--- config.mk ---
export PLATFORM = sky130hd
export DESIGN_NAME = multicycle_sequencer_flat
export DESIGN_NICKNAME = d
export VERILOG_FILES = /design/src/rtl/multicycle_sequencer_pkg.sv /design/src/rtl/multicycle_sequencer_if.sv /design/src/rtl/multicycle_sequencer_inst_class_decoder.sv /design/src/rtl/multicycle_sequencer.sv /design/src/flat_wrapper.sv
export SDC_FILE = /design/constraint.sdc
export NUM_CORES = 1
export LEC_CHECK = 0
export BUFFER_PORTS_ARGS = -buffer_cell sky130_fd_sc_hd__buf_2
export CORE_MARGIN = 2
export CORE_UTILIZATION = 40
export CTS_CLUSTER_SIZE = 24
export DETAILED_ROUTE_END_ITERATION = 10
export PLACE_DENSITY = 0.82
export REMOVE_ABC_BUFFERS = 1
export SETUP_SLACK_MARGIN = 0.05
export SYNTH_ARGS = -nofsm -noshare
export SYNTH_HDL_FRONTEND = slang
export SYNTH_SLANG_ARGS = --single-unit
--- constraint.sdc ---
create_clock -name clk -period 2.2 [get_ports clk]
set_clock_uncertainty 0.15 [all_clocks]
set_input_delay 0.33 -clock clk [delete_from_list [all_inputs] [get_ports clk]]
set_output_delay 0.33 -clock clk [all_outputs]
set_load 0.005 [all_outputs]
--- src/rtl/multicycle_sequencer_pkg.sv ---
// Shared ISA, state and ALU-control definitions for the multi-cycle sequencer.
package multicycle_sequencer_pkg;

    localparam int WORD_SIZE = 16;
    localparam int OP_SIZE   = 4;
    localparam int FUNC_SIZE = 6;

    localparam logic [OP_SIZE-1:0] OP_BNE   = 4'd0;
    localparam logic [OP_SIZE-1:0] OP_BEQ   = 4'd1;
    localparam logic [OP_SIZE-1:0] OP_BGZ   = 4'd2;
    localparam logic [OP_SIZE-1:0] OP_BLZ   = 4'd3;
    localparam logic [OP_SIZE-1:0] OP_ADI   = 4'd4;
    localparam logic [OP_SIZE-1:0] OP_ORI   = 4'd5;
    localparam logic [OP_SIZE-1:0] OP_LHI   = 4'd6;
    localparam logic [OP_SIZE-1:0] OP_LWD   = 4'd7;
    localparam logic [OP_SIZE-1:0] OP_SWD   = 4'd8;
    localparam logic [OP_SIZE-1:0] OP_JMP   = 4'd9;
    localparam logic [OP_SIZE-1:0] OP_JAL   = 4'd10;
    localparam logic [OP_SIZE-1:0] OP_RTYPE = 4'd15;

    localparam logic [FUNC_SIZE-1:0] FN_ADD = 6'd0;
    localparam logic [FUNC_SIZE-1:0] FN_SUB = 6'd1;
    localparam logic [FUNC_SIZE-1:0] FN_AND = 6'd2;
    localparam logic [FUNC_SIZE-1:0] FN_ORR = 6'd3;
    localparam logic [FUNC_SIZE-1:0] FN_NOT = 6'd4;
    localparam logic [FUNC_SIZE-1:0] FN_TCP = 6'd5;
    localparam logic [FUNC_SIZE-1:0] FN_ALS = 6'd6;
    localparam logic [FUNC_SIZE-1:0] FN_ARS = 6'd7;
    localparam logic [FUNC_SIZE-1:0] FN_JPR = 6'd25;
    localparam logic [FUNC_SIZE-1:0] FN_JRL = 6'd26;
    localparam logic [FUNC_SIZE-1:0] FN_WWD = 6'd28;
    localparam logic [FUNC_SIZE-1:0] FN_HLT = 6'd29;

    localparam logic [3:0] ALU_ADD = 4'b0000;
    localparam logic [3:0] ALU_SUB = 4'b0001;
    localparam logic [3:0] ALU_AND = 4'b1101;
    localparam logic [3:0] ALU_OR  = 4'b1110;
    localparam logic [3:0] ALU_NOT = 4'b1100;
    localparam logic [3:0] ALU_ALS = 4'b0101;
    localparam logic [3:0] ALU_ARS = 4'b0100;
    localparam logic [3:0] ALU_LHI = 4'b1010;

    typedef enum logic [2:0] {
        S_IF   = 3'd0,
        S_ID   = 3'd1,
        S_EX   = 3'd2,
        S_MEM  = 3'd3,
        S_WB   = 3'd4,
        S_HALT = 3'd5
    } state_t;

    typedef struct packed {
        logic is_rtype;
        logic is_branch;
        logic is_jump;
        logic is_link;
        logic is_load;
        logic is_store;
        logic is_imm;
        logic is_wwd;
        logic is_hlt;
    } inst_class_t;

    // TCP shares the NOT encoding; the carry-in distinguishes it.
    function automatic logic [3:0] rtype_alu_op(input logic [FUNC_SIZE-1:0] fn);
        logic [3:0] op;
        case (fn)
            FN_ADD:         op = ALU_ADD;
            FN_SUB:         op = ALU_SUB;
            FN_AND:         op = ALU_AND;
            FN_ORR:         op = ALU_OR;
            FN_NOT, FN_TCP: op = ALU_NOT;
            FN_ALS:         op = ALU_ALS;
            FN_ARS:         op = ALU_ARS;
            default:        op = ALU_ADD;
        endcase
        return op;
    endfunction

endpackage

--- src/rtl/multicycle_sequencer_if.sv ---
// Instruction, memory handshake and datapath control bundle of the sequencer.
interface multicycle_sequencer_if;
    import multicycle_sequencer_pkg::*;

    logic [WORD_SIZE-1:0] inst;
    logic                 mem_ready;
    logic                 bcond;
    logic                 mem_read;
    logic                 mem_write;
    logic                 IorD;
    logic                 IRWrite;
    logic                 PVSWriteEn;
    logic [1:0]           PCSource;
    logic                 RegWrite;
    logic [1:0]           RegDst;
    logic                 MemtoReg;
    logic [1:0]           ALUSrcA;
    logic [1:0]           ALUSrcB;
    logic [3:0]           ALUOp;
    logic                 carry;
    logic                 out_en;
    logic                 is_halted;

    modport master (
        input  inst, mem_ready, bcond,
        output mem_read, mem_write, IorD, IRWrite, PVSWriteEn, PCSource,
               RegWrite, RegDst, MemtoReg, ALUSrcA, ALUSrcB, ALUOp,
               carry, out_en, is_halted
    );

    modport slave (
        output inst, mem_ready, bcond,
        input  mem_read, mem_write, IorD, IRWrite, PVSWriteEn, PCSource,
               RegWrite, RegDst, MemtoReg, ALUSrcA, ALUSrcB, ALUOp,
               carry, out_en, is_halted
    );

endinterface

--- src/rtl/multicycle_sequencer_inst_class_decoder.sv ---
// Combinational instruction classifier; unknown opcodes/funcs yield an all-zero class (NOP).
module inst_class_decoder
    import multicycle_sequencer_pkg::*;
(
    input  logic [WORD_SIZE-1:0] inst,
    output inst_class_t          cls
);

    logic [OP_SIZE-1:0]   op_s;
    logic [FUNC_SIZE-1:0] fn_s;
    logic                 unused_inst_bits_s;

    assign op_s               = inst[15:12];
    assign fn_s               = inst[5:0];
    assign unused_inst_bits_s = ^inst[11:6];

    // Classify by opcode, then by func for the R-type group
    always_comb begin
        cls = '0;
        case (op_s)
            OP_BNE, OP_BEQ, OP_BGZ, OP_BLZ: cls.is_branch = 1'b1;
            OP_ADI, OP_ORI, OP_LHI:         cls.is_imm    = 1'b1;
            OP_LWD:                         cls.is_load   = 1'b1;
            OP_SWD:                         cls.is_store  = 1'b1;
            OP_JMP:                         cls.is_jump   = 1'b1;
            OP_JAL:                         cls.is_link   = 1'b1;
            OP_RTYPE: begin
                case (fn_s)
                    FN_ADD, FN_SUB, FN_AND, FN_ORR,
                    FN_NOT, FN_TCP, FN_ALS, FN_ARS: cls.is_rtype = 1'b1;
                    FN_JPR:  cls.is_jump = 1'b1;
                    FN_JRL:  cls.is_link = 1'b1;
                    FN_WWD:  cls.is_wwd  = 1'b1;
                    FN_HLT:  cls.is_hlt  = 1'b1;
                    default: cls = '0;
                endcase
            end
            default: cls = '0;
        endcase
    end

endmodule

--- src/rtl/multicycle_sequencer.sv ---
// IF/ID/EX/MEM/WB/HALT control FSM for a 16-bit multi-cycle datapath.
// Optional INST_COUNT_EN adds a retired-instruction counter output num_inst.
module multicycle_sequencer
    import multicycle_sequencer_pkg::*;
(
    input  logic                  clk,
    input  logic                  reset_n,
    multicycle_sequencer_if.master bus
`ifdef INST_COUNT_EN
    ,
    output logic [WORD_SIZE-1:0]  num_inst
`endif
);

    state_t               state_q;
    state_t               state_d;
    inst_class_t          cls_s;
    logic [OP_SIZE-1:0]   op_s;
    logic [FUNC_SIZE-1:0] fn_s;
    logic                 reg_target_s;

    assign op_s         = bus.inst[15:12];
    assign fn_s         = bus.inst[5:0];
    assign reg_target_s = (op_s == OP_RTYPE);

    inst_class_decoder u_decoder (
        .inst (bus.inst),
        .cls  (cls_s)
    );

    // Next-state selection
    always_comb begin
        state_d = state_q;
        case (state_q)
            S_IF: begin
                if (bus.mem_ready) state_d = S_ID;
                else               state_d = S_IF;
            end
            S_ID: begin
                if (cls_s.is_hlt)       state_d = S_HALT;
                else if (cls_s.is_jump) state_d = S_IF;
                else if (cls_s.is_link) state_d = S_WB;
                else if (cls_s.is_rtype || cls_s.is_branch || cls_s.is_imm ||
                         cls_s.is_load  || cls_s.is_store  || cls_s.is_wwd)
                                        state_d = S_EX;
                else                    state_d = S_IF;
            end
            S_EX: begin
                if (cls_s.is_load || cls_s.is_store)     state_d = S_MEM;
                else if (cls_s.is_rtype || cls_s.is_imm) state_d = S_WB;
                else                                     state_d = S_IF;
            end
            S_MEM: begin
                if (!bus.mem_ready)     state_d = S_MEM;
                else if (cls_s.is_load) state_d = S_WB;
                else                    state_d = S_IF;
            end
            S_WB:    state_d = S_IF;
            S_HALT:  state_d = S_HALT;
            default: state_d = S_IF;
        endcase
    end

    // State register with synchronous active-low reset
    always_ff @(posedge clk) begin
        if (!reset_n) state_q <= S_IF;
        else          state_q <= state_d;
    end

    // Control outputs decoded from state and instruction; forced low during reset
    always_comb begin
        bus.mem_read   = 1'b0;
        bus.mem_write  = 1'b0;
        bus.IorD       = 1'b0;
        bus.IRWrite    = 1'b0;
        bus.PVSWriteEn = 1'b0;
        bus.PCSource   = 2'd0;
        bus.RegWrite   = 1'b0;
        bus.RegDst     = 2'd0;
        bus.MemtoReg   = 1'b0;
        bus.ALUSrcA    = 2'd0;
        bus.ALUSrcB    = 2'd0;
        bus.ALUOp      = ALU_ADD;
        bus.carry      = 1'b0;
        bus.out_en     = 1'b0;
        bus.is_halted  = 1'b0;
        if (!reset_n) begin
            bus.is_halted = 1'b0;
        end else begin
            case (state_q)
                S_IF: begin
                    bus.mem_read   = 1'b1;
                    bus.ALUSrcB    = 2'd1;
                    bus.IRWrite    = bus.mem_ready;
                    bus.PVSWriteEn = bus.mem_ready;
                end
                S_ID: begin
                    bus.ALUSrcB = 2'd2;
                    if (cls_s.is_jump || cls_s.is_link) begin
                        bus.PVSWriteEn = 1'b1;
                        bus.PCSource   = reg_target_s ? 2'd3 : 2'd2;
                    end else begin
                        bus.PVSWriteEn = 1'b0;
                    end
                end
                S_EX: begin
                    if (cls_s.is_rtype) begin
                        bus.ALUSrcA = 2'd1;
                        bus.ALUOp   = rtype_alu_op(fn_s);
                        bus.carry   = (fn_s == FN_TCP);
                    end else if (cls_s.is_imm) begin
                        bus.ALUSrcA = 2'd1;
                        case (op_s)
                            OP_ORI: begin
                                bus.ALUSrcB = 2'd3;
                                bus.ALUOp   = ALU_OR;
                            end
                            OP_LHI: begin
                                bus.ALUSrcB = 2'd3;
                                bus.ALUOp   = ALU_LHI;
                            end
                            default: bus.ALUSrcB = 2'd2;
                        endcase
                    end else if (cls_s.is_load || cls_s.is_store) begin
                        bus.ALUSrcA = 2'd1;
                        bus.ALUSrcB = 2'd2;
                    end else if (cls_s.is_branch) begin
                        bus.ALUSrcA    = 2'd1;
                        bus.ALUOp      = ALU_SUB;
                        bus.PVSWriteEn = bus.bcond;
                        bus.PCSource   = 2'd1;
                    end else if (cls_s.is_wwd) begin
                        bus.ALUSrcA = 2'd1;
                        bus.out_en  = 1'b1;
                    end else begin
                        bus.out_en = 1'b0;
                    end
                end
                S_MEM: begin
                    bus.IorD      = 1'b1;
                    bus.mem_read  = cls_s.is_load;
                    bus.mem_write = cls_s.is_store;
                end
                S_WB: begin
                    bus.RegWrite = 1'b1;
                    bus.MemtoReg = cls_s.is_load;
                    if (cls_s.is_link)       bus.RegDst = 2'd2;
                    else if (cls_s.is_rtype) bus.RegDst = 2'd1;
                    else                     bus.RegDst = 2'd0;
                end
                S_HALT:  bus.is_halted = 1'b1;
                default: bus.is_halted = 1'b0;
            endcase
        end
    end

`ifdef INST_COUNT_EN
    logic [WORD_SIZE-1:0] num_inst_q;
    logic [WORD_SIZE-1:0] num_inst_d;
    logic                 retire_s;

    // An instruction retires on returning to IF from an execution state, or on entering HALT
    always_comb begin
        retire_s = ((state_d == S_IF) && (state_q != S_IF) && (state_q != S_HALT)) ||
                   ((state_d == S_HALT) && (state_q != S_HALT));
        if (retire_s) num_inst_d = num_inst_q + 16'd1;
        else          num_inst_d = num_inst_q;
    end

    // Retired-instruction counter register
    always_ff @(posedge clk) begin
        if (!reset_n) num_inst_q <= '0;
        else          num_inst_q <= num_inst_d;
    end

    assign num_inst = reset_n ? num_inst_q : '0;
`endif

endmodule

--- src/flat_wrapper.sv ---
// flat-port wrapper written by rule: the top's interface ports become plain ports
module multicycle_sequencer_flat import multicycle_sequencer_pkg::*;
  (clk, reset_n, bus_inst, bus_mem_ready, bus_bcond, bus_mem_read, bus_mem_write, bus_IorD, bus_IRWrite, bus_PVSWriteEn, bus_PCSource, bus_RegWrite, bus_RegDst, bus_MemtoReg, bus_ALUSrcA, bus_ALUSrcB, bus_ALUOp, bus_carry, bus_out_en, bus_is_halted);
  multicycle_sequencer_if bus_i ();
  input  logic clk;
  input  logic reset_n;
  input wire logic [$bits(bus_i.inst)-1:0] bus_inst;
  input wire logic [$bits(bus_i.mem_ready)-1:0] bus_mem_ready;
  input wire logic [$bits(bus_i.bcond)-1:0] bus_bcond;
  output wire logic [$bits(bus_i.mem_read)-1:0] bus_mem_read;
  output wire logic [$bits(bus_i.mem_write)-1:0] bus_mem_write;
  output wire logic [$bits(bus_i.IorD)-1:0] bus_IorD;
  output wire logic [$bits(bus_i.IRWrite)-1:0] bus_IRWrite;
  output wire logic [$bits(bus_i.PVSWriteEn)-1:0] bus_PVSWriteEn;
  output wire logic [$bits(bus_i.PCSource)-1:0] bus_PCSource;
  output wire logic [$bits(bus_i.RegWrite)-1:0] bus_RegWrite;
  output wire logic [$bits(bus_i.RegDst)-1:0] bus_RegDst;
  output wire logic [$bits(bus_i.MemtoReg)-1:0] bus_MemtoReg;
  output wire logic [$bits(bus_i.ALUSrcA)-1:0] bus_ALUSrcA;
  output wire logic [$bits(bus_i.ALUSrcB)-1:0] bus_ALUSrcB;
  output wire logic [$bits(bus_i.ALUOp)-1:0] bus_ALUOp;
  output wire logic [$bits(bus_i.carry)-1:0] bus_carry;
  output wire logic [$bits(bus_i.out_en)-1:0] bus_out_en;
  output wire logic [$bits(bus_i.is_halted)-1:0] bus_is_halted;
  assign bus_i.inst = bus_inst;
  assign bus_i.mem_ready = bus_mem_ready;
  assign bus_i.bcond = bus_bcond;
  assign bus_mem_read = bus_i.mem_read;
  assign bus_mem_write = bus_i.mem_write;
  assign bus_IorD = bus_i.IorD;
  assign bus_IRWrite = bus_i.IRWrite;
  assign bus_PVSWriteEn = bus_i.PVSWriteEn;
  assign bus_PCSource = bus_i.PCSource;
  assign bus_RegWrite = bus_i.RegWrite;
  assign bus_RegDst = bus_i.RegDst;
  assign bus_MemtoReg = bus_i.MemtoReg;
  assign bus_ALUSrcA = bus_i.ALUSrcA;
  assign bus_ALUSrcB = bus_i.ALUSrcB;
  assign bus_ALUOp = bus_i.ALUOp;
  assign bus_carry = bus_i.carry;
  assign bus_out_en = bus_i.out_en;
  assign bus_is_halted = bus_i.is_halted;
  multicycle_sequencer u_core (.clk(clk), .reset_n(reset_n), .bus(bus_i));
endmodule
Yosys cells after proc, flatten, opt, wreduce, memory -nomap -nowiden
Memories as Yosys holds them, arrays and structs flattened.
Cells that the tools add are included.
{"block": "op_classes", "n_reduce_logical": 16, "eq_ne": 27, "muxes": 87}
{"op": "$mux 1", "n": 46}
{"op": "$mux 2", "n": 20}
{"op": "$eq 6x3->1 const B", "n": 4}
{"op": "$eq 6x5->1 const B", "n": 4}
{"op": "$mux 4", "n": 6}
{"op": "$mux 3", "n": 7}
{"op": "$eq 4x3->1 const B", "n": 4}
{"op": "$eq 4x4->1 const B", "n": 4}
{"op": "$pmux 3 s5", "n": 1}
{"op": "$eq 6x2->1 const B", "n": 2}
{"op": "$eq 4x2->1 const B", "n": 2}
{"op": "$logic_or 1x1->1", "n": 8}
{"op": "$pmux 4 s2", "n": 1}
{"op": "$reduce_or 8->1", "n": 1}
{"op": "$eq 3x2->1 const B", "n": 2}
{"op": "$eq 3x3->1 const B", "n": 2}
{"op": "$eq 6x1->1 const B", "n": 1}
{"op": "$logic_not 3->1", "n": 2}
{"op": "$logic_not 6->1", "n": 1}
{"op": "$pmux 1 s2", "n": 3}
{"op": "$pmux 2 s3", "n": 1}
{"op": "$eq 4x1->1 const B", "n": 1}
{"op": "$logic_not 4->1", "n": 1}
{"op": "$pmux 2 s2", "n": 1}
{"op": "other kinds (5)", "n": 5}
{"block": "word_totals", "romBits": 32, "n_memories": 1, "wordCells": 132, "ff_bits": 3, "output_inout_bits": 22, "in_bits": 20}
{"memory": "(no name shown)", "depth": 8, "word_bits": 4, "read_ports": 1, "rd_ports_with_merged_regs": 0, "write_ports": 0, "line": "multicycle_sequencer_pkg.sv:67", "rtl": "case (fn)"}

Depth between registers and ports, before layout
Gate-level depths: netlist of the first run.
{"block": "logic_depth", "ltp_word": 14, "ltp_mapped": 6, "ltp_nobuf": 6}

Hierarchy
Synthesis of the first run repeated with hierarchy kept, for this count alone.
{"block": "hier_totals", "hier_cells": 114, "hier_area_um2": 742.0}
{"mod": "multicycle_sequencer", "seq_area_each_um2": 60.1, "cells_each": 94, "area_per_inst_um2": 601.8, "instances": 1}
{"mod": "inst_class_decoder", "seq_area_each_um2": 0.0, "cells_each": 20, "area_per_inst_um2": 140.1, "instances": 1}

Worst setup path after synthesis of the first run
Ideal clock, no wire load.
{"block": "synth_timing", "kind": "input port to output port", "startpoint": "in bus_inst[3]", "endpoint": "out bus_ALUOp[2]", "path_slack_ns": 0.320, "path_stages": 4, "path_buffers": 0, "arrival_ns": 1.400, "required_time_ns": 1.720, "cell_sequence": "or2_2 -> or4_4 -> o22a_1 -> nor2_1"}
{"block": "synth_between", "elab_chain_len": 7, "elab_cells_between_ends": 16, "classes_between": "7 x eq/ne; 6 x mux; 3 x reduce/logical"}
{"element": "from (decl)", "line": "flat_wrapper.sv:7", "rtl": "input wire logic [$bits(bus_i.inst)-1:0] bus_inst;"}
{"element": "$eq 6x1->1 (tied with other cells)", "line": "multicycle_sequencer_inst_class_decoder.sv:28", "rtl": "case (fn_s)"}
{"element": "$reduce_or 8->1", "line": "multicycle_sequencer_inst_class_decoder.sv:28"}
{"element": "$mux 1", "line": "multicycle_sequencer_inst_class_decoder.sv:28"}
{"element": "$mux 1", "line": "multicycle_sequencer_inst_class_decoder.sv:20", "rtl": "case (op_s)"}
{"element": "$mux 4 *", "line": "multicycle_sequencer.sv:107", "rtl": "if (cls_s.is_rtype) begin"}
{"element": "$mux 4 *", "line": "multicycle_sequencer.sv:90", "rtl": "case (state_q)"}
{"element": "$mux 4 *", "line": "multicycle_sequencer.sv:87", "rtl": "if (!reset_n) begin"}
{"element": "to (decl)", "line": "flat_wrapper.sv:21", "rtl": "output wire logic [$bits(bus_i.ALUOp)-1:0] bus_ALUOp;"}
Mark *: on every way between the ends. The rest lies on a longest branch, timed or not.

Worst setup path in the final report of the first run
{"block": "layout_timing", "startpoint": "in bus_inst[0]", "endpoint": "out bus_ALUOp[2]"}
The elaborated chain is that of the path after synthesis.

==> metrics, run 1 <==
Period Utilization, post-route 97.2%; Crit path top cell by count buf_2; clock root buffer clkbuf_4; synthesized area 682 µm²; Largest register FFs 3; Max Root-Sink Buffers 2; RSZ-0062 raised after global routing true; async set-reset flop share out of synthesis 0%; final setup violation count 0; Final Hold Fails 0; area of the multi-input gates 661 µm²; CTS Buf Count 3; status finished clean; Leakage 0.487 nW; Reg area 61.3 µm²; TritonRoute pass-1 iters 4; routed wire length 2330 µm; first-pass GRT wire length 3450 µm; synthesis-to-layout area growth 52.1%; Post-Syn Instances 105; met2 usage 42.3%; Final Slew Violations 0; Clock H-tree levels 1; fin nets 176; Post-route DRC 0; DR vias 985; initial antenna violation count 0; Max Fclk 0.468 GHz; biggest regs u_core.state_q (3); die width 45.3 µm; pin count of the biggest net entering global routing 14; GRT Total Usage 22.1%; pwr/cell area 286 mW/mm²; crit path time final 2.14 ns; Worst setup EP type output pin; Crit path max-delay family simple AND/OR/NAND/NOR gates; Min-Delay Endpoint u_core.state_q[0]$_SDFF_PN0_; worst hold margin 0.215 ns; Critical Path RT 1.72 ns; Worst setup SP type input pin; Primary FF master, synth dfxtp_1; combinational power share 45.3%; 1st-iter DRT viols 28; Max FO, Critical Path 3; sequential power share 21.3%; VDD IR max 0.000207 V; RD Place Congestion 0.916; Skew-Pair Late Insertion Delay 0.24 ns; Crit Path Category input pin to output pin; Vias per Instance 5.93; Max-Cap Viols 0; final global-route overflow total 0; CTS tree yes; Antenna Violating Nets Remaining 0; final worst setup slack 0.0619 ns; reg-to-reg critical path endpoint u_core.state_q[2]$_SDFF_PN0_; # fillers 137; total die area 0.00205 mm²; Reg2Reg Setup Slack 0.68 ns; synthesized flop and latch total 3; worst reg-to-reg path cell count 4; Clk pwr share 33.4%; Avg Cell Area, Syn 6.49 µm²; HPWL Detailed 1750 µm; met3 GRT Util 2.00%; HP Start reset_n; Worst R2R Start u_core.state_q[0]$_SDFF_PN0_; diodes inserted 0; CP Data Arrival Time 1.66 ns; Top reg by flops u_core.state_q; CP Cell Sequence buf_2 -> ha_2 -> nor4_4 -> or4_4 -> o22a_1 -> nor2_1 -> buf_2; clk sinks 3; hold_buf cts 0; Switching Share 37.4%; Hold Path Class input pin to flop; Post-synth EDFFs 0; share of cells above drive strength 1 41.3%; Ys Warns 0; busiest grt layer met2; core area 0.00156 mm²; Site Rows 14; Crit-path slowest cell or4_4; die extent in y 45.3 µm; Yosys cell types 37; Crit path buffers/inverters 2; Critical Path Max Stage Delay 0.44 ns; Pint 0.186 mW; hold path depth 3; CTS clock-pin slew for the worst setup and hold paths 0.04 ns; P_sw 0.111 mW; port buffer count 34; I/O Pins 42; final core occ 66.5%; vias in the first global route 851; met1 Use GR 24.5%; pre-CTS WS -0.0430 ns; Seq/Total Area, Yosys 8.81%; starting density of the core 43.7%; drt wl/cell 14.0 µm
-- per-layer routing --
metal	vias up	share of wire, %
met4	0	1.0
met3	4	6.6
met5	-	0
met1	449	38
li1	477	-
met2	55	54
-- final cells by class --
| type | count | share of cell area (%) |
|---|---|---|
| Clock buffer | 4 | 2.53 |
| Inverter | 5 | 2.29 |
| Multi-Input combinational cell | 94 | 63.7 |
| Sequential cell | 3 | 5.91 |
| Tap cell | 16 | 1.93 |
| Timing Repair Buffer | 44 | 23.6 |
-- cell usage in the layout (no fill, tap or decap), types with 3 or more instances in the layout --
| cell type | instances |
|---|---|
| a21oi_1 | 6 |
| and3_1 | 3 |
| buf_2 | 34 |
| buf_4 | 10 |
| clkbuf_4 | 3 |
| ha_4 | 3 |
| inv_1 | 3 |
| nand2_1 | 8 |
| nand2b_1 | 5 |
| nand3_1 | 4 |
| nor2_1 | 22 |
| nor2b_1 | 4 |
| nor3_1 | 3 |
| nor4_1 | 3 |
-- metrics by stage --
step                area, µm²  instances  TNS, ns  power (mW)
finish                   1040        166        0       0.297
global route             1040        166        0       0.321
CTS                       962        163        0       0.280
detailed placement        910        159   -0.120       0.176
global placement          910        159        0       0.172
floorplan                 667        102        0       0.123
-- tightest hold or removal path: cells and delay by family --
family	cells	cell delay (ns)
AOI/OAI and AO/OA	1	0.04
buffers and inverters	2	0.19
-- power by group through the flow --
stage | clock [mW] | combinational [mW] | sequential (mW)
floorplan | 0 | 0.0599 | 0.0633
global placement | 0 | 0.109 | 0.0634
detailed placement | 0 | 0.113 | 0.0635
CTS | 0.101 | 0.117 | 0.0626
global route | 0.110 | 0.147 | 0.0641
finish | 0.0992 | 0.134 | 0.0632
-- what timing repair did --
action / CTS / global route
pin swaps: 1 / 5
hold endpoints to repair: 0 / 0
endpoints found under the setup margin: 7 / 9
buffers inserted: 0 / 3
gates resized for setup: 6 / 12
-- how the worst max path moves through the flow --
| stage | from | to | slack [ns] | cells past startpoint |
|---|---|---|---|---|
| 3_5_place_dp | bus_inst[0] | bus_ALUOp[1] | -0.04 | 8 |
| 2_1_floorplan | bus_inst[3] | bus_ALUOp[2] | 0.32 | 4 |
| 3_3_place_gp | bus_inst[3] | bus_ALUOp[1] | 0.03 | 6 |
| 4_1_cts | bus_inst[1] | bus_ALUOp[2] | 0.06 | 8 |
| 5_1_grt | bus_inst[1] | bus_ALUOp[2] | 0.03 | 7 |
| 6_report | bus_inst[0] | bus_ALUOp[2] | 0.06 | 7 |
-- kinds of logic (layout without fill, tap and decap cells) --
family	after synthesis	after routing	synth area share [%]
AOI/OAI and AO/OA	22	22	22.0
adders and majority gates	5	5	9.17
buffers and inverters	8	53	4.96
muxes	2	2	3.12
other	1	1	0.550
DFF	3	3	8.81
xor gates and xnor gates	1	1	1.28
and+or+nand+nor	63	63	50.1
-- synth_stat cells, types with 2 or more instances --
master / instances / area, µm²
o31ai_1: 2 / 15.0
nand4b_1: 2 / 17.5
nor4_1: 5 / 31.3
nand3_1: 4 / 20.0
nand2_1: 8 / 30.0
a21oi_1: 6 / 30.0
nand2b_1: 5 / 31.3
a31oi_1: 2 / 12.5
clkbuf_1: 2 / 7.51
o211ai_1: 2 / 15.0
inv_1: 5 / 18.8
and3_1: 3 / 18.8
nor3_1: 3 / 15.0
o21ai_0: 2 / 10.0
nor2_1: 22 / 82.6
dfxtp_1: 3 / 60.1
nor2b_1: 5 / 31.3
ha_1: 5 / 62.6
Power figures use the tool's default switching activity.
==> inputs of run 2 (changes only) <==
==> constraint.sdc (replaced) <==
create_clock -name clk -period 2.2 [get_ports clk]
set_clock_uncertainty 0.15 [all_clocks]
set_input_delay 0.33 -clock clk [delete_from_list [all_inputs] [get_ports clk]]
set_output_delay 0.33 -clock clk [all_outputs]
set_load 0.01 [all_outputs]
==> run 2 against run 1 <==
Net effect: worst hold slack improved by 0.0026 ns; final cell count fell by 0.60%; design area fell by 0.36%; setup slack improved by 0.022 ns; largest power group unchanged; core utilization fell by 0.24 points; via count fell by 4.1%; power rose by 0.39%; global-route usage rose by 0.74 points; die area did not move; sequential power barely moved; highest routed layer is now met3.
==> metrics, run 2 (same netlist as run 1, synthesis figures left out) <==
GRT Total Usage 22.8% (+0.74 points); Vias per Instance 5.73 (-3.5%); CP Data Arrival Time 1.64 ns (-0.02 ns); synthesis-to-layout area growth 51.6%; CTS Buf Count 3 (unchanged); busiest grt layer met2; Reg area 61.3 µm² (unchanged); TritonRoute pass-1 iters 4 (unchanged); final worst setup slack 0.0836 ns (+0.0217 ns); first-pass GRT wire length 3530 µm (+2.2%); Max Fclk 0.473 GHz (+1.0%); DR vias 945 (-4.1%); area of the multi-input gates 667 µm² (+0.95%); HPWL Detailed 1770 µm (+1.1%); diodes inserted 0 (unchanged); Leakage 0.484 nW (-0.62%); Clock H-tree levels 1 (unchanged); Crit Path Category input pin to output pin; RD Place Congestion 0.920 (+0.38%); Antenna Violating Nets Remaining 0 (unchanged); Layout Cells excl Fill 165 (-0.60%); crit path time final 2.12 ns (-0.0217 ns); # fillers 137 (unchanged); CTS clock-pin slew for the worst setup and hold paths 0.04 ns (about the same); final global-route overflow total 0 (unchanged); Skew-Pair Late Insertion Delay 0.23 ns (about the same); share of cells above drive strength 1 41.6% (+0.28 points); Site Rows 14 (unchanged); met2 usage 46.0% (+3.7 points); 1st-iter DRT viols 21 (-25%); Max-Cap Viols 0 (unchanged); Setup TNS Final 0 ns (unchanged); Hold Path Class input pin to flop; Max Root-Sink Buffers 2 (unchanged); dpl cells 161 (+1.3%); biggest regs u_core.state_q (3); Period Utilization, post-route 96.2% (-0.99 points); most frequent cells in the layout buf_2, nor2_1, buf_4, nand2_1, a21oi_1; Max FO, Critical Path 3 (unchanged); I/O Pins 42 (unchanged); RSZ-0062 raised after global routing true; final setup violation count 0 (unchanged); initial antenna violation count 0 (unchanged); Worst setup SP type input pin; port buffer count 34 (unchanged); die width 45.3 µm (unchanged); pre-CTS WS -0.0632 ns (-0.0201 ns); CTS tree yes; Critical Path RT 1.72 ns (about the same); Worst setup EP type output pin; pin count of the biggest net entering global routing 14 (unchanged); Overall Power 0.298 mW (+0.39%); Post-route DRC 0 (unchanged); core area 0.00156 mm² (unchanged); clock root buffer clkbuf_4; met3 GRT Util 4.80% (+2.8 points); Final Hold Fails 0 (unchanged); Post-CTS Setup Inserts 0 (unchanged); Final Slew Violations 0 (unchanged); starting density of the core 43.7% (unchanged); fin nets 175 (-0.57%); die extent in y 45.3 µm (unchanged); Largest register FFs 3 (unchanged); status finished clean; total die area 0.00205 mm² (unchanged); pwr/cell area 288 mW/mm² (+0.75%); clk sinks 3 (unchanged); drt wl/cell 13.5 µm (-3.6%); routed wire length 2230 µm (-4.2%); vias in the first global route 856 (+0.59%); VDD IR max 0.000298 V (+44%); Top reg by flops u_core.state_q; commonest non-fill, non-tap cell in the layout buf_2; met1 Use GR 25.4% (+0.96 points)
-- run 2: cell types whose count changed in the layout (fill, tap and decap cells not counted) --
cell / delta
buf_4: -1
nor4_2: +1
inv_4: -1
inv_2: +1
nor4_1: -1
-- run 2: final timing paths --
path	cells past startpoint	start	end	slack, ns
max	6	bus_inst[3]	bus_ALUOp[2]	0.08
min	3	reset_n	u_core.state_q[0]$_SDFF_PN0_	0.22
min reg2reg	3	u_core.state_q[2]$_SDFF_PN0_	u_core.state_q[0]$_SDFF_PN0_	0.52
max reg2reg	4	u_core.state_q[0]$_SDFF_PN0_	u_core.state_q[2]$_SDFF_PN0_	0.65
-- run 2: final cells by class --
| class | instances | area share (%) |
|---|---|---|
| clock buffer | 4 | 2.54 |
| inverter | 5 | 2.06 |
| tap | 16 | 1.94 |
| multi-input combinational | 94 | 64.5 |
| timing repair buffer | 43 | 23.0 |
| sequential | 3 | 5.93 |
-- run 2: worst max-delay path, stage by stage --
cell and delay, ns:
buf_2 0.12, or2_4 0.26, or4_4 0.53, o22a_1 0.20, nor2_1 0.07, buf_2 0.13
-- run 2: layer usage --
layer	up-vias	part of all wire (%)
li1	477	-
met1	432	41
met2	36	53
met3	0	6.5
met4	0	0
met5	-	0
-- run 2: what timing repair did --
item                                    in CTS  in global routing
gates resized for setup                     10                  8
hold buffers                                 0                  0
endpoints found under the setup margin       7                 10
pin swaps                                    2                  3
-- run 2: metrics by stage --
step	hold WS [ns]	utilization, %	area [µm²]
after detailed placement	0.466	59.3	925
after CTS	0.216	63.6	992
after floorplan	0.311	-	667
final	0.217	66.3	1030
after global placement	0.465	59.3	925
after global routing	0.218	66.3	1030
-- run 2: where the power goes --
part	total [mW]	leakage, nW	switching, mW	internal (mW)
combinational	0.136	0.444	0.0772	0.0585
clock	0.0988	0.0150	0.0307	0.0681
sequential	0.0633	0.0248	0.00566	0.0576
==> inputs of run 3 (changes only) <==
--- a/config.mk
+++ b/config.mk
@@ -5,12 +5,13 @@
 export SDC_FILE = /design/constraint.sdc
 export NUM_CORES = 1
 export LEC_CHECK = 0
+export ABC_AREA = 1
 export BUFFER_PORTS_ARGS = -buffer_cell sky130_fd_sc_hd__buf_2
 export CORE_MARGIN = 2
 export CORE_UTILIZATION = 40
 export CTS_CLUSTER_SIZE = 24
 export DETAILED_ROUTE_END_ITERATION = 10
-export PLACE_DENSITY = 0.82
+export PLACE_DENSITY = 0.8
 export REMOVE_ABC_BUFFERS = 1
 export SETUP_SLACK_MARGIN = 0.05
 export SYNTH_ARGS = -nofsm -noshare
==> constraint.sdc (replaced) <==
create_clock -name clk -period 2.2 [get_ports clk]
set_clock_uncertainty 0.15 [all_clocks]
set_input_delay 0.33 -clock clk [delete_from_list [all_inputs] [get_ports clk]]
set_output_delay 0.33 -clock clk [all_outputs]
set_load 0.1 [all_outputs]
==> run 3 against run 2 <==
Net effect: area after synthesis increased by 12%; clock power is 4.4% lower; combinational power grew 62%; sequential power is 6.8% lower; worst hold slack got worse by 0.0044 ns; first-iteration DRC count grew 67%; wire length grew 20%; maximum frequency down 0.15%; design area is 33% higher; setup slack worse by 0.0031 ns; critical endpoint unchanged; largest power group unchanged.
==> metrics, run 3 <==
status finished clean; CP Data Arrival Time 1.64 ns (about the same); Worst setup SP type flop; pin count of the biggest net entering global routing 13 (-1); die extent in y 47.6 µm (+5.2%); HP Start reset_n; CP Cell Sequence inv_1 -> nand3_2 -> nor2_4 -> inv_1 -> a211oi_2 -> buf_4 -> buf_12; Site Rows 15 (+1); Top reg by flops u_core.state_q; Overall Power 0.373 mW (+25%); core area 0.00176 mm² (+13%); Avg Cell Area, Syn 5.33 µm² (-18%); starting density of the core 43.2% (-0.55 points); final core occ 77.7% (+11 points); RD Place Congestion 0.839 (-8.8%); crit path time final 2.12 ns (+0.00310 ns); Synth top area share 16.3% (+4.1 points); share of cells above drive strength 1 38.5% (-3.1 points); synthesized area 762 µm² (+12%); most frequent cells in the layout nand2_1, nor2_1, inv_1, buf_2, buf_12; die width 47.6 µm (+5.2%); Post-route DRC 0 (unchanged); first-pass GRT wire length 3690 µm (+4.7%); Antenna Violating Nets Remaining 0 (unchanged); Post-synth EDFFs 0 (unchanged); post-synth top area cell nor2_1; Crit Path Category flop to output pin; Skew-Pair Late Insertion Delay 0.23 ns (about the same); total die area 0.00227 mm² (+11%); final setup violation count 0 (unchanged); combinational power share 58.9% (+13 points); DR vias 1,088 (+15%); worst hold margin 0.213 ns (-0.00439 ns); TritonRoute pass-1 iters 4 (unchanged); Period Utilization, post-route 96.3% (+0.14 points); Clk pwr share 25.3% (-7.9 points); biggest regs u_core.state_q (3); Seq/Total Area, Yosys 7.88% (-0.93 points); GRT Total Usage 22.0% (-0.87 points); vias in the first global route 958 (+12%); Max-Cap Viols 0 (unchanged); Max Fclk 0.472 GHz (-0.15%); Yosys cell types 21 (-43%); Final Slew Violations 0 (unchanged); # fillers 126 (-8.0%); commonest non-fill, non-tap cell in the layout nand2_1; Min-Delay Endpoint u_core.state_q[0]$_SDFF_PN0_; CTS Buf Count 3 (unchanged); Crit path max-delay family buffers and inverters; diodes inserted 0 (unchanged); Worst R2R Start u_core.state_q[2]$_SDFF_PN0_; async set-reset flop share out of synthesis 0% (unchanged); synthesized flop and latch total 3 (unchanged); CTS clock-pin slew for the worst setup and hold paths 0.04 ns (about the same); Primary FF master, synth dfxtp_1; drt wl/cell 12.7 µm (-6.5%); Ys Warns 0 (unchanged); 1st-iter DRT viols 35 (+67%); worst reg-to-reg path cell count 7 (+3); sequential power share 15.8% (-5.5 points); Vias per Instance 5.13 (-10%); I/O Pins 42 (unchanged); routed wire length 2680 µm (+20%); synthesis-to-layout area growth 79.8%; CTS tree yes; Crit path buffers/inverters 4 (+2); Pint 0.195 mW (+5.8%); Hold Path Class input pin to flop; HPWL Detailed 1910 µm (+7.9%); clock root buffer clkbuf_4; Switching Share 47.8% (+9.7 points); Layout Cells excl Fill 212 (+28%); Crit path top cell by count inv_1; count leader, synth nor2_1; Final Hold Fails 0 (unchanged); Largest register FFs 3 (unchanged); Leakage 0.703 nW (+45%); clk sinks 3 (unchanged); dpl cells 204 (+27%); VDD IR max 0.000353 V (+19%); fin nets 213 (+22%); reg-to-reg critical path endpoint u_core.state_q[0]$_SDFF_PN0_; Reg2Reg Setup Slack 0.72 ns (+0.07 ns); pwr/cell area 272 mW/mm² (-5.4%); Critical Path Max Stage Delay 0.32 ns (-0.21 ns); Max FO, Critical Path 5 (+2); top cells by area, synth nor2_1, nand2_1, inv_1; RSZ-0062 raised after global routing true; Synth top cells by count nor2_1, nand2_1, inv_1; initial antenna violation count 0 (unchanged); port buffer count 34 (unchanged); Crit-path slowest cell dfxtp_1; Critical Path RT 1.72 ns (about the same); Post-Syn Instances 143 (+36%); Max Root-Sink Buffers 2 (unchanged); P_sw 0.178 mW (+57%); hold path depth 3 (unchanged); Clock H-tree levels 1 (unchanged); Worst setup EP type output pin; final global-route overflow total 0 (unchanged)
[run 3: changes by cell type after synthesis, sizes merged, moves of 5 or more]
cell | previous run | this run
nand3 | 4 | 13
nand2 | 8 | 36
nand2b | 5 | 0
nor4 | 5 | 0
inv | 5 | 23
nor2 | 22 | 37
nor2b | 5 | 0
[run 3: worst max path at each step]
stage	startpoint	end	cells past startpoint
2_1_floorplan	bus_inst[1]	bus_ALUOp[2]	8
3_3_place_gp	bus_inst[1]	bus_ALUOp[2]	11
3_5_place_dp	bus_inst[1]	bus_ALUOp[0]	10
4_1_cts	bus_inst[1]	bus_ALUOp[0]	10
5_1_grt	u_core.state_q[2]$_SDFF_PN0_	bus_ALUOp[2]	7
6_report	u_core.state_q[2]$_SDFF_PN0_	bus_ALUOp[2]	7
[run 3: metrics by stage]
| stage | TNS [ns] | area [µm²] | setup WS, ns |
|---|---|---|---|
| after detailed placement | -0.0402 | 1210 | -0.0231 |
| after CTS | 0 | 1310 | 0.0519 |
| after global placement | 0 | 1210 | 0.0273 |
| after global routing | -0.00220 | 1370 | -0.00220 |
| final | 0 | 1370 | 0.0805 |
| after floorplan | -12.36 | 751 | -1.54 |
[run 3: tightest hold or removal path, cell delays in order]
cell and delay, ns:
buf_2 0.13, nand2_1 0.06, inv_1 0.04
[run 3: cell families after synthesis]
family,Yosys count,synth area share (%)
and+or+nand+nor,92,58.3
buffers and inverters,25,12.8
AOI/OAI and AO/OA,17,12.3
adders and majority gates,5,8.21
DFF,3,7.88
other,1,0.492
[run 3: final cells by class]
type	instances	area [µm²]	share of cell area, %
repair buffers	42	480	35.1
inverters	23	91.3	6.67
well taps	25	31.3	2.28
multi-input cells	115	681	49.7
clock buffers	4	26.3	1.92
flip-flops and latches	3	60.1	4.38
[run 3: power by group through the flow]
stage                     combinational, mW  sequential, mW  clock, mW
after floorplan                       0.129          0.0591          0
after global placement                0.190          0.0593          0
after detailed placement              0.195          0.0595          0
after CTS                             0.206          0.0587     0.0964
after global routing                  0.232          0.0591      0.105
final                                 0.220          0.0590     0.0945
[run 3: what timing repair did]
item / 4_1_cts / 5_1_grt
endpoints found under the hold margin: 0 / 0
hold buffers: 0 / 0
setup endpoints to repair: 6 / 9
setup buffers: 2 / 2
pin swaps: 2 / 8
resized for setup: 13 / 18
[run 3: routing by layer]
metal	global-route usage [%]	up-vias	wire, µm	share of wire (%)
met3	3.77	6	139	5.2
met5	0	-	0	0
met2	40.5	48	1450	54
li1	-	540	-	-
met1	27.1	494	1060	39
met4	3.24	0	34	1.3
